===== src/rtl/latch_cap_pkg.sv =====
// Shared types for the latch-capture block: FSM state encoding and synchroniser limits.
package latch_cap_pkg;

    localparam int unsigned MIN_SYNC_STAGES = 2;

    typedef enum logic [1:0] {
        ST_IDLE   = 2'd0,
        ST_OPEN   = 2'd1,
        ST_SETTLE = 2'd2,
        ST_HOLD   = 2'd3
    } cap_state_e;

endpackage


===== src/rtl/bit_sync.sv =====
// Single-bit multi-flop synchroniser with asynchronous active-low reset.
module bit_sync #(
    parameter int unsigned STAGES = 2
) (
    input  logic clk,
    input  logic rst_n,
    input  logic d,
    output logic q
);

    logic [STAGES-1:0] chain;

    always_ff @(posedge clk or negedge rst_n) begin
        if (!rst_n) begin
            chain <= '0;
        end else begin
            chain <= {chain[STAGES-2:0], d};
        end
    end

    assign q = chain[STAGES-1];

endmodule


===== src/rtl/latch_capture_sync.sv =====
// Captures a transparent latch's closed-window value into the clk domain once the
// synchronised enable has closed and settled, then offers it on a valid/ready port.
module latch_capture_sync
    import latch_cap_pkg::*;
#(
    parameter int unsigned WIDTH         = 8,
    parameter int unsigned SYNC_STAGES   = 2,
    parameter int unsigned STABLE_CYCLES = 2,
    parameter int unsigned CNT_W         = 8
) (
    input  logic             clk,
    input  logic             rst_n,
    input  logic             latch_en,
    input  logic [WIDTH-1:0] latch_q,
    output logic [WIDTH-1:0] out_data,
    output logic             out_valid,
    input  logic             out_ready,
    output logic             overrun,
    input  logic             clr_overrun,
    output logic [CNT_W-1:0] capture_count
);

    localparam int unsigned SYNC_N = (SYNC_STAGES < MIN_SYNC_STAGES) ? MIN_SYNC_STAGES : SYNC_STAGES;
    localparam int unsigned SET_W  = (STABLE_CYCLES > 1) ? $clog2(STABLE_CYCLES) : 1;

    cap_state_e       state, state_d;
    logic [SET_W-1:0] settle_q, settle_d;
    logic             en_s, en_prev;
    logic             en_rise, en_fall;
    logic             capture, accept, ovr_set;

    logic [WIDTH-1:0] out_data_d;
    logic             out_valid_d;
    logic             overrun_d;
    logic [CNT_W-1:0] capture_count_d;

    // latch_q is deliberately not synchronised; it is only sampled after close + settle.
    bit_sync #(
        .STAGES (SYNC_N)
    ) u_en_sync (
        .clk   (clk),
        .rst_n (rst_n),
        .d     (latch_en),
        .q     (en_s)
    );

    assign en_rise = en_s & ~en_prev;
    assign en_fall = ~en_s & en_prev;

    // Next-state, capture and handshake decode.
    always_comb begin
        state_d  = state;
        settle_d = settle_q;
        capture  = 1'b0;
        accept   = 1'b0;
        ovr_set  = 1'b0;
        case (state)
            ST_IDLE: begin
                if (en_rise) begin
                    state_d = ST_OPEN;
                end
            end
            ST_OPEN: begin
                if (en_fall) begin
                    state_d  = ST_SETTLE;
                    settle_d = SET_W'(STABLE_CYCLES - 1);
                end
            end
            ST_SETTLE: begin
                if (en_rise) begin
                    state_d = ST_OPEN;
                end else if (settle_q == '0) begin
                    capture = 1'b1;
                    state_d = ST_HOLD;
                end else begin
                    settle_d = settle_q - SET_W'(1);
                end
            end
            ST_HOLD: begin
                if (out_valid && out_ready) begin
                    accept  = 1'b1;
                    state_d = en_s ? ST_OPEN : ST_IDLE;
                end else if (en_rise) begin
                    ovr_set = 1'b1;
                end
            end
            default: begin
                state_d = ST_IDLE;
            end
        endcase
    end

    // Output register next values; overrun set wins over clear.
    always_comb begin
        out_data_d      = out_data;
        out_valid_d     = out_valid;
        overrun_d       = overrun;
        capture_count_d = capture_count;
        if (capture) begin
            out_data_d      = latch_q;
            out_valid_d     = 1'b1;
            capture_count_d = capture_count + CNT_W'(1);
        end else if (accept) begin
            out_valid_d = 1'b0;
        end
        if (ovr_set) begin
            overrun_d = 1'b1;
        end else if (clr_overrun) begin
            overrun_d = 1'b0;
        end
    end

    always_ff @(posedge clk or negedge rst_n) begin
        if (!rst_n) begin
            state         <= ST_IDLE;
            settle_q      <= '0;
            en_prev       <= 1'b0;
            out_data      <= '0;
            out_valid     <= 1'b0;
            overrun       <= 1'b0;
            capture_count <= '0;
        end else begin
            state         <= state_d;
            settle_q      <= settle_d;
            en_prev       <= en_s;
            out_data      <= out_data_d;
            out_valid     <= out_valid_d;
            overrun       <= overrun_d;
            capture_count <= capture_count_d;
        end
    end

endmodule

===== config.mk =====
export PLATFORM = sky130hd
export DESIGN_NAME = latch_capture_sync
export DESIGN_NICKNAME = d
export VERILOG_FILES = /design/src/rtl/latch_cap_pkg.sv /design/src/rtl/bit_sync.sv /design/src/rtl/latch_capture_sync.sv
export SDC_FILE = /design/constraint.sdc
export NUM_CORES = 1
export LEC_CHECK = 0
export CAP_MARGIN = 20
export CORE_MARGIN = 2
export CORE_UTILIZATION = 45
export CTS_CLUSTER_DIAMETER = 50
export DETAILED_ROUTE_END_ITERATION = 12
export PLACE_DENSITY_LB_ADDON = 0.1
export REMOVE_ABC_BUFFERS = 1
export SLEW_MARGIN = 5
export SYNTH_ARGS = -nofsm -noshare
export SYNTH_HDL_FRONTEND = slang
export SYNTH_SLANG_ARGS = --single-unit

===== constraint.sdc =====
create_clock -name clk -period 1.8 [get_ports clk]
set_input_delay 0.36 -clock clk [delete_from_list [all_inputs] [get_ports clk]]
set_output_delay 0.36 -clock clk [all_outputs]
set_load 0.02 [all_outputs]

==> flow_summary.yaml, run 1 <==
outcome:
  status: "finished, final reports clean"
floorplanning:
  die-height_um: 51.4
  floorplan.die_area_mm2: 0.00264
  rows: 17
  effective_utilization_at_floorplan_pct: 46.6
  width_of_the_chip_um: 51.4
  placeableCoreArea_mm2: 0.00217
  top_level_ports: 31
detailed_routing:
  drt_iter0_drc: 3
  remaining_drc_errors: 0
  drtPass1Iterations: 3
  postRouteAntennaNets: 0
  via_count: 693
  detail_route.wl_per_cell_um: 12.8
  routed_wire_length_um: 1760
  post_drt_via_cell_ratio: 5.02
sta:
  rsz0062_at_grt: "false"
  hold_violations: 0
  fmax_achieved_mhz: 580
  final_min_period_over_clock_period_pct: 95.8
  clock_skew_ns: 0.00438
  timing_worst_slew_pin_value_ns: 0.383
  maxSlewViolCount: 0
  fin_crit_ns: 1.72
  setup_violations: 0
  setup_tns_ns: 0
  post-route-worst-setup-slack_ns: 0.0760
  max_slew_margin_pct: 74.4
global_route:
  first_pass_grt_wire_length_um: 2950
  total_routing_usage_reported_by_global_routing_pct: 15.5
  grt_remaining_overflow: 0
  grt_pass1_vias: 690
  grt_start_max_net_pins: 25
  grt_antenna_before_repair: 0
synth:
  postSynthRegisterBits: 24
  largest_family_of_logic_cells_by_synthesized_area: "simple AND/OR/NAND/NOR gates"
  synth_area_in_simple_gates_pct: 16.6
  synthAdderAreaFrac_pct: 1.24
  synth_area_per_cell_um2: 13.1
  complex_gate_fraction_of_the_synthesized_area_pct: 3.96
  number_of_instances_in_the_synthesized_netlist: 77
  synthXorXnorAreaFrac_pct: 6.06
  synthMuxAreaShare_pct: 10.0
  mappedNetlistArea_mm2: 0.00101
  ys_types: 27
  yosys_warning_total: 0
  synth-seq-area-share_pct: 59.4
layout:
  nNetsFinal: 125
  fin_area_mm2: 0.00138
  diodes: 0
  final_layout_size_suffix_gt1_share_pct: 10.0
  areaGrowthSynthToFinish_pct: 36.1
pwr:
  power_per_cell_area_mw_per_mm2: 1440
  vdd_drop_max_uv: 834
  power.leakage_nw: 0.608
worst_hold_path:
  worst_min_delay_path_class: "flop to flop"
  hold_depth: 0
setup_path:
  worst_ep_required_time_ns: 1.44
  slowest_stage: "clkdlybuf4s50_1"
  max_stage_delay_ns: 0.63
  path_class: "flop to output port"
  worstPathBufferInverterCount: 1
  timing.critical_path.fanout_max: 4
  worst_setup_path_start_kind: "flop"
  stages_on_the_worst_setup_path: 1
  critical_path_arrival_ns: 1.36
  worst_setup_ep_type: "output port"
  crit_chain: "clkdlybuf4s50_1"
  reg2regPathDepth: 3
  critical_path.top_delay_family: "buffers and inverters"
placement:
  place_ws_ns: 0.222
  port_buffers: 30
  placed_cell_area_mm2: 0.00134
  dp.final_hpwl_um: 1330
  final_estimated_routing_congestion_in_global_placement: 0.794
clock_tree:
  worstSkewPairLatency_ns: 0.30
  post_cts_hold_buffer_count: 0
  clock_tree_from_tritoncts: "built"
  cts.repair_timing.setup_buffer_count: 0
  cts_made_buffers: 3
  clk_pin_slew_worst_paths_ns: 0.13
  cts.path.max_buffers: 2
  ctsHtreeMaxLevel: 1
  clock_sinks: 24
  clockRootBuffer: "clkbuf_4"
job:
  cap_violations: 0
## timing repair
action / in CTS / in global routing
endpoints found under the hold margin: 0 / 0
setup endpoints to repair: 0 / 1
gates resized for setup: 0 / 1
## placed cells by master (no fill, tap or decap), types with 2 or more instances in the layout
master,synthesis,routed
buf_4,1,2
clkbuf_4,0,3
clkdlybuf4s50_1,0,29
dfrtp_1,24,24
mux2_1,9,9
nand2_1,6,6
nand2b_1,3,3
nand3_1,5,5
nor2_1,3,3
nor4_1,2,2
xnor2_1,2,2
xor2_1,5,5
## worst paths after layout
kind / slack [ns] / to / start
worst min register to register: 0.37 / u_en_sync.chain[1] / u_en_sync.chain[0]
worst max register to register: 0.20 / capture_count[5] / state[1]
max in group asynchronous: 1.18 / out_data[6] / rst_n
worst min-delay path: 0.37 / u_en_sync.chain[1] / u_en_sync.chain[0]
min in group asynchronous: 0.39 / out_data[1] / rst_n
worst max-delay path: 0.08 / capture_count[2] / capture_count[2]
## logic make-up (layout without fill, tap and decap cells)
logic type / count (synthesis) / count (layout)
buf+inv: 4 / 37
mux: 9 / 9
fa+ha+maj: 1 / 1
compound gates: 5 / 5
simple gates: 27 / 27
xor+xnor: 7 / 7
flops: 24 / 24
## metal layers
layer  wire length, um  global-route usage, %  vias to the layer above
met1               744                   17.9                      340
met4                16                   7.89                        0
met2               908                   25.9                       16
met5                 0                      0                        -
li1                  -                      -                      335
met3                92                   4.68                        2
## cells in the mapped netlist (all sizes together)
master   count  area share, %
nor3         1           0.49
mux2         9             10
a221o        1           0.99
nor2         3            1.1
nand4        1           0.62
inv          1           0.37
nor4b        1            1.5
nor3b        1            1.2
ha           1            1.2
a31o         1           0.87
buf          3            2.4
nand3        5            2.5
xor2         5            4.3
dfrtp       24             59
nor4         3            2.5
a31oi        1           0.62
nor2b        1           0.62
o22ai        1           0.62
nand2        6            2.2
or3b         1            1.1
o2bb2ai      1           0.87
xnor2        2            1.7
nand2b       3            1.9
and3b        1           0.87
## flip-flops by register name (all words and copies together), names as in the netlist
name,cells
out_valid,1
settle_q,1
out_data,8
overrun,1
u_en_sync.chain,2
state,2
capture_count,8
en_prev,1
## power by group
group | total (mW) | switching (mW) | internal (mW)
combinational | 0.814 | 0.377 | 0.437
sequential | 0.886 | 0.167 | 0.719
clock | 0.276 | 0.153 | 0.123
## layout make-up
class | count | area [um^2]
clock buffers | 4 | 36.3
fillers | 184 | 793
inverters | 1 | 3.75
multi-input cells | 49 | 383
flip-flops and latches | 24 | 601
well taps | 28 | 35.0
repair buffers | 32 | 318
## per-stage QoR
step / instances / total power [mW] / hold slack, ns / utilization, %
after global routing: 138 / 2.09 / 0.384 / 63.4
after CTS: 138 / 2.01 / 0.374 / 63.3
after floorplan: 74 / 1.31 / 0.0644 / -
after detailed placement: 134 / 1.73 / 0.343 / 61.6
after global placement: 134 / 1.70 / 0.332 / 61.6
final: 138 / 1.98 / 0.367 / 63.4
Power figures use the tool's default switching activity.
==> run 2: changes to the inputs <==
==> constraint.sdc (replaced) <==
create_clock -name clk -period 1.8 [get_ports clk]
set_input_delay 0.18 -clock clk [delete_from_list [all_inputs] [get_ports clk]]
set_output_delay 0.18 -clock clk [all_outputs]
set_load 0.02 [all_outputs]
==> flow_summary.yaml, run 2 (synthesis results as in run 1) <==
outcome:
  status: "finished, final reports clean"
sta:
  final_min_period_over_clock_period_pct: 88.0
  timing_worst_slew_pin_value_ns: 0.429
  setup_violations: 0
  max_slew_margin_pct: 71.3
  setup_tns_ns: 0
  maxSlewViolCount: 0
  fmax_achieved_mhz: 632
  rsz0062_at_grt: "false"
  clock_skew_ns: 0.00174
  hold_violations: 0
  fin_crit_ns: 1.58
pwr:
  intPower_mw: 1.28
  share_seq_of_total_power_pct: 45.1
  power_per_cell_area_mw_per_mm2: 1440
  p_switching_mw: 0.689
  clkPwrFrac_pct: 14.0
  power_frac_comb_pct: 40.8
  power_switching_share_pct: 35.0
  p_total_mw: 1.97
  power.leakage_nw: 0.586
  vdd_drop_max_uv: 735
setup_path:
  worst_ep_required_time_ns: 1.62
  slowest_stage: "clkdlybuf4s50_1"
  path_class: "flop to output port"
  critical_path.top_delay_family: "buffers and inverters"
  critical_path_arrival_ns: 1.40
  worst_setup_ep_type: "output port"
  worst_setup_path_start_kind: "flop"
  worstPathBufferInverterCount: 1
  timing.critical_path.fanout_max: 6
  crit_chain: "clkdlybuf4s50_1"
  max_stage_delay_ns: 0.63
global_route:
  grt_pass1_vias: 717
  first_pass_grt_wire_length_um: 3070
  grt_antenna_before_repair: 0
  grt_remaining_overflow: 0
  total_routing_usage_reported_by_global_routing_pct: 16.0
  grt_start_max_net_pins: 25
detailed_routing:
  drtPass1Iterations: 4
  via_count: 700
  routed_wire_length_um: 1690
  drt_iter0_drc: 8
  postRouteAntennaNets: 0
  remaining_drc_errors: 0
  post_drt_via_cell_ratio: 5.11
  detail_route.wl_per_cell_um: 12.3
floorplanning:
  floorplan.die_area_mm2: 0.00264
  placeableCoreArea_mm2: 0.00217
  top_level_ports: 31
  rows: 17
  effective_utilization_at_floorplan_pct: 46.6
  die-height_um: 51.4
  width_of_the_chip_um: 51.4
placement:
  final_estimated_routing_congestion_in_global_placement: 0.804
  dp.final_hpwl_um: 1280
  port_buffers: 30
  placed_cell_area_mm2: 0.00133
clock_tree:
  ctsHtreeMaxLevel: 1
  cts.repair_timing.setup_buffer_count: 0
  clockRootBuffer: "clkbuf_4"
  post_cts_resized: 0
  clk_pin_slew_worst_paths_ns: 0.12
  cts.path.max_buffers: 2
  post_cts_hold_buffer_count: 0
  cts_made_buffers: 3
  clock_sinks: 24
  clock_tree_from_tritoncts: "built"
  worstSkewPairLatency_ns: 0.31
layout:
  areaGrowthSynthToFinish_pct: 35.1
  nNetsFinal: 124
  final_layout_size_suffix_gt1_share_pct: 9.17
  biggestRegsByFlops: "capture_count: 8 flops, out_data: 8 flops"
  final_util_pct: 63.0
  layout_common_cells: "clkdlybuf4s50_1 (30), dfrtp_1 (24), mux2_1 (9), nand2_1 (6)"
  fin_area_mm2: 0.00137
  diodes: 0
  final_common_cell: "clkdlybuf4s50_1"
  layout.filler_cells: 185
job:
  cap_violations: 0
worst_hold_path:
  worst_min_delay_path_class: "input port to async pin"
-- run 2: through the flow --
stage | cells | hold slack, ns | worst slack (ns)
6_report | 137 | 0.195 | 0.217
5_1_grt | 137 | 0.239 | 0.0699
4_1_cts | 137 | 0.194 | 0.187
3_5_place_dp | 133 | 0.338 | 0.210
3_3_place_gp | 133 | 0.336 | 0.230
2_1_floorplan | 74 | -0.116 | 0.382
-- run 2: final cells by class --
type | instances | area, um^2 | share of cell area, %
sequential | 24 | 601 | 44.0
multi-input combinational | 49 | 383 | 28.0
timing repair buffer | 31 | 308 | 22.5
clock buffer | 4 | 36.3 | 2.66
tap | 28 | 35.0 | 2.56
inverter | 1 | 3.75 | 0.275
-- run 2: worst paths after layout --
check                              startpoint            endpoint  slack [ns]  cells past startpoint
max reg2reg                          state[1]         out_data[5]        0.23                      3
max in group asynchronous               rst_n         out_data[1]        1.38                      2
min in group clk                     latch_en  u_en_sync.chain[0]        0.30                      1
max                          capture_count[3]    capture_count[3]        0.22                      1
min                                     rst_n    capture_count[6]        0.20                      2
min reg2reg                u_en_sync.chain[0]  u_en_sync.chain[1]        0.36                      0
-- run 2: power by group through the flow --
stage / logic (mW) / clock network [mW] / registers [mW]
after global placement: 0.805 / 0 / 0.895
after floorplan: 0.251 / 0 / 1.06
after global routing: 0.872 / 0.311 / 0.920
after detailed placement: 0.813 / 0 / 0.902
final: 0.803 / 0.276 / 0.888
after CTS: 0.817 / 0.296 / 0.892
-- run 2: metal layers --
metal,vias to the layer above,share of wire [%],GRT usage [%]
li1,334,-,-
met1,341,44,19.4
met2,21,49,25.4
met3,4,5.5,4.39
met4,0,1.7,9.21
met5,-,0,0
==> run 3: changes to the inputs <==
CORE_UTILIZATION = 47   (was 45)
CTS_BUF_LIST = sky130_fd_sc_hd__clkbuf_4   (was not set)
==> flow_summary.yaml, run 3 (synthesis results as in run 1) <==
outcome:
  status: "finished, final reports clean"
global_route:
  most_crowded_layer_gr: "met2"
  grtUsageMet1_pct: 18.8
  total_routing_usage_reported_by_global_routing_pct: 15.8
  grt_pass1_vias: 695
  grtUsageMet3_pct: 4.46
  grt_start_max_net_pins: 25
  grt_use_met2_pct: 26.1
  grt_remaining_overflow: 0
  grt_antenna_before_repair: 0
  first_pass_grt_wire_length_um: 2940
clock_tree:
  ctsHtreeMaxLevel: 1
  clock_tree_from_tritoncts: "built"
  clockRootBuffer: "clkbuf_4"
  cts.path.max_buffers: 2
  cts_made_buffers: 3
  clk_pin_slew_worst_paths_ns: 0.13
  worstSkewPairLatency_ns: 0.31
  clock_sinks: 24
  post_cts_hold_buffer_count: 0
  post_cts_resized: 0
  cts.repair_timing.setup_buffer_count: 0
setup_path:
  slowest_stage: "clkdlybuf4s50_1"
  timing.critical_path.fanout_max: 6
  critical_path.top_delay_family: "buffers and inverters"
  worst_setup_ep_type: "output port"
  worst_ep_required_time_ns: 1.62
  critical_path_arrival_ns: 1.41
  crit_chain: "clkdlybuf4s50_1"
  max_stage_delay_ns: 0.64
  worstPathBufferInverterCount: 1
  worst_setup_path_start_kind: "flop"
  path_class: "flop to output port"
sta:
  setup_tns_ns: 0
  clock_skew_ns: 0.00548
  final_min_period_over_clock_period_pct: 88.3
  max_slew_margin_pct: 71.1
  fin_crit_ns: 1.59
  setup_violations: 0
  timing_worst_slew_pin_value_ns: 0.432
  rsz0062_at_grt: "false"
  fmax_achieved_mhz: 629
  post-route-worst-setup-slack_ns: 0.210
  hold_violations: 0
  maxSlewViolCount: 0
placement:
  port_buffers: 30
  dp.final_hpwl_um: 1290
  place_ws_ns: 0.186
  final_estimated_routing_congestion_in_global_placement: 0.848
  placed_cell_area_mm2: 0.00134
layout:
  fin_area_mm2: 0.00136
  biggestRegsByFlops: "capture_count: 8 flops, out_data: 8 flops"
  layout_common_cells: "clkdlybuf4s50_1 (30), dfrtp_1 (24), mux2_1 (9), nand2_1 (6)"
  layout.filler_cells: 164
  diodes: 0
  areaGrowthSynthToFinish_pct: 34.8
  final_layout_size_suffix_gt1_share_pct: 9.09
  nNetsFinal: 125
  final_common_cell: "clkdlybuf4s50_1"
  final_util_pct: 68.1
detailed_routing:
  routed_wire_length_um: 1690
  remaining_drc_errors: 0
  drt_iter0_drc: 4
  drtPass1Iterations: 4
  via_count: 686
  detail_route.wl_per_cell_um: 12.3
  post_drt_via_cell_ratio: 5.01
  postRouteAntennaNets: 0
pwr:
  intPower_mw: 1.25
  vdd_drop_max_uv: 859
  power_per_cell_area_mw_per_mm2: 1430
  clkPwrFrac_pct: 12.0
  share_seq_of_total_power_pct: 45.2
  p_switching_mw: 0.699
  power_frac_comb_pct: 42.8
  power.leakage_nw: 0.585
  power_switching_share_pct: 35.9
floorplanning:
  floorplan.die_area_mm2: 0.00254
  top_level_ports: 31
  rows: 16
  effective_utilization_at_floorplan_pct: 50.5
  die-height_um: 50.4
  width_of_the_chip_um: 50.4
  placeableCoreArea_mm2: 0.00200
job:
  cap_violations: 0
worst_hold_path:
  worst_min_delay_path_class: "input port to async pin"
==> run 3: changes by cell type in the layout (fill, tap and decap cells not counted), sizes merged <==
cell | previous run | this run
buf | 1 | 2
clkbuf | 4 | 3
clkinv | 0 | 1
==> run 3: per-stage QoR <==
step,instances,power (mW),hold slack (ns)
floorplan,74,1.31,-0.116
global placement,133,1.71,0.333
detailed placement,133,1.73,0.348
CTS,137,1.97,0.198
global route,137,2.08,0.229
finish,137,1.95,0.197
==> run 3: metal layers <==
layer | vias up | share of wire, %
met5 | - | 0
met4 | 0 | 1.2
met3 | 2 | 5.8
met2 | 19 | 49
met1 | 330 | 44
li1 | 335 | -
==> run 3: final timing paths <==
check                                    from            endpoint  slack, ns  cells after the start
setup / recovery             capture_count[3]    capture_count[3]       0.21                      1
hold / removal                          rst_n             overrun       0.20                      2
setup reg to reg                     state[0]         out_data[3]       0.21                      3
hold reg to reg            u_en_sync.chain[0]  u_en_sync.chain[1]       0.37                      0
max in group asynchronous               rst_n         out_data[0]       1.37                      2
min in group clk                     latch_en  u_en_sync.chain[0]       0.29                      1
==> run 3: layout make-up <==
class | count | area [um^2] | area share (%)
Sequential cell | 24 | 601 | 44.1
Multi-Input combinational cell | 49 | 383 | 28.1
Clock inverter | 1 | 3.75 | 0.275
Inverter | 1 | 3.75 | 0.275
Clock buffer | 3 | 22.5 | 1.65
Tap cell | 27 | 33.8 | 2.48
Timing Repair Buffer | 32 | 315 | 23.1
==> run 3: power groups by stage <==
stage / Combinational [mW] / Clock, mW / Sequential [mW]
global route: 0.902 / 0.269 / 0.909
global placement: 0.828 / 0 / 0.877
detailed placement: 0.842 / 0 / 0.892
finish: 0.834 / 0.234 / 0.880
floorplan: 0.251 / 0 / 1.06
CTS: 0.844 / 0.246 / 0.881
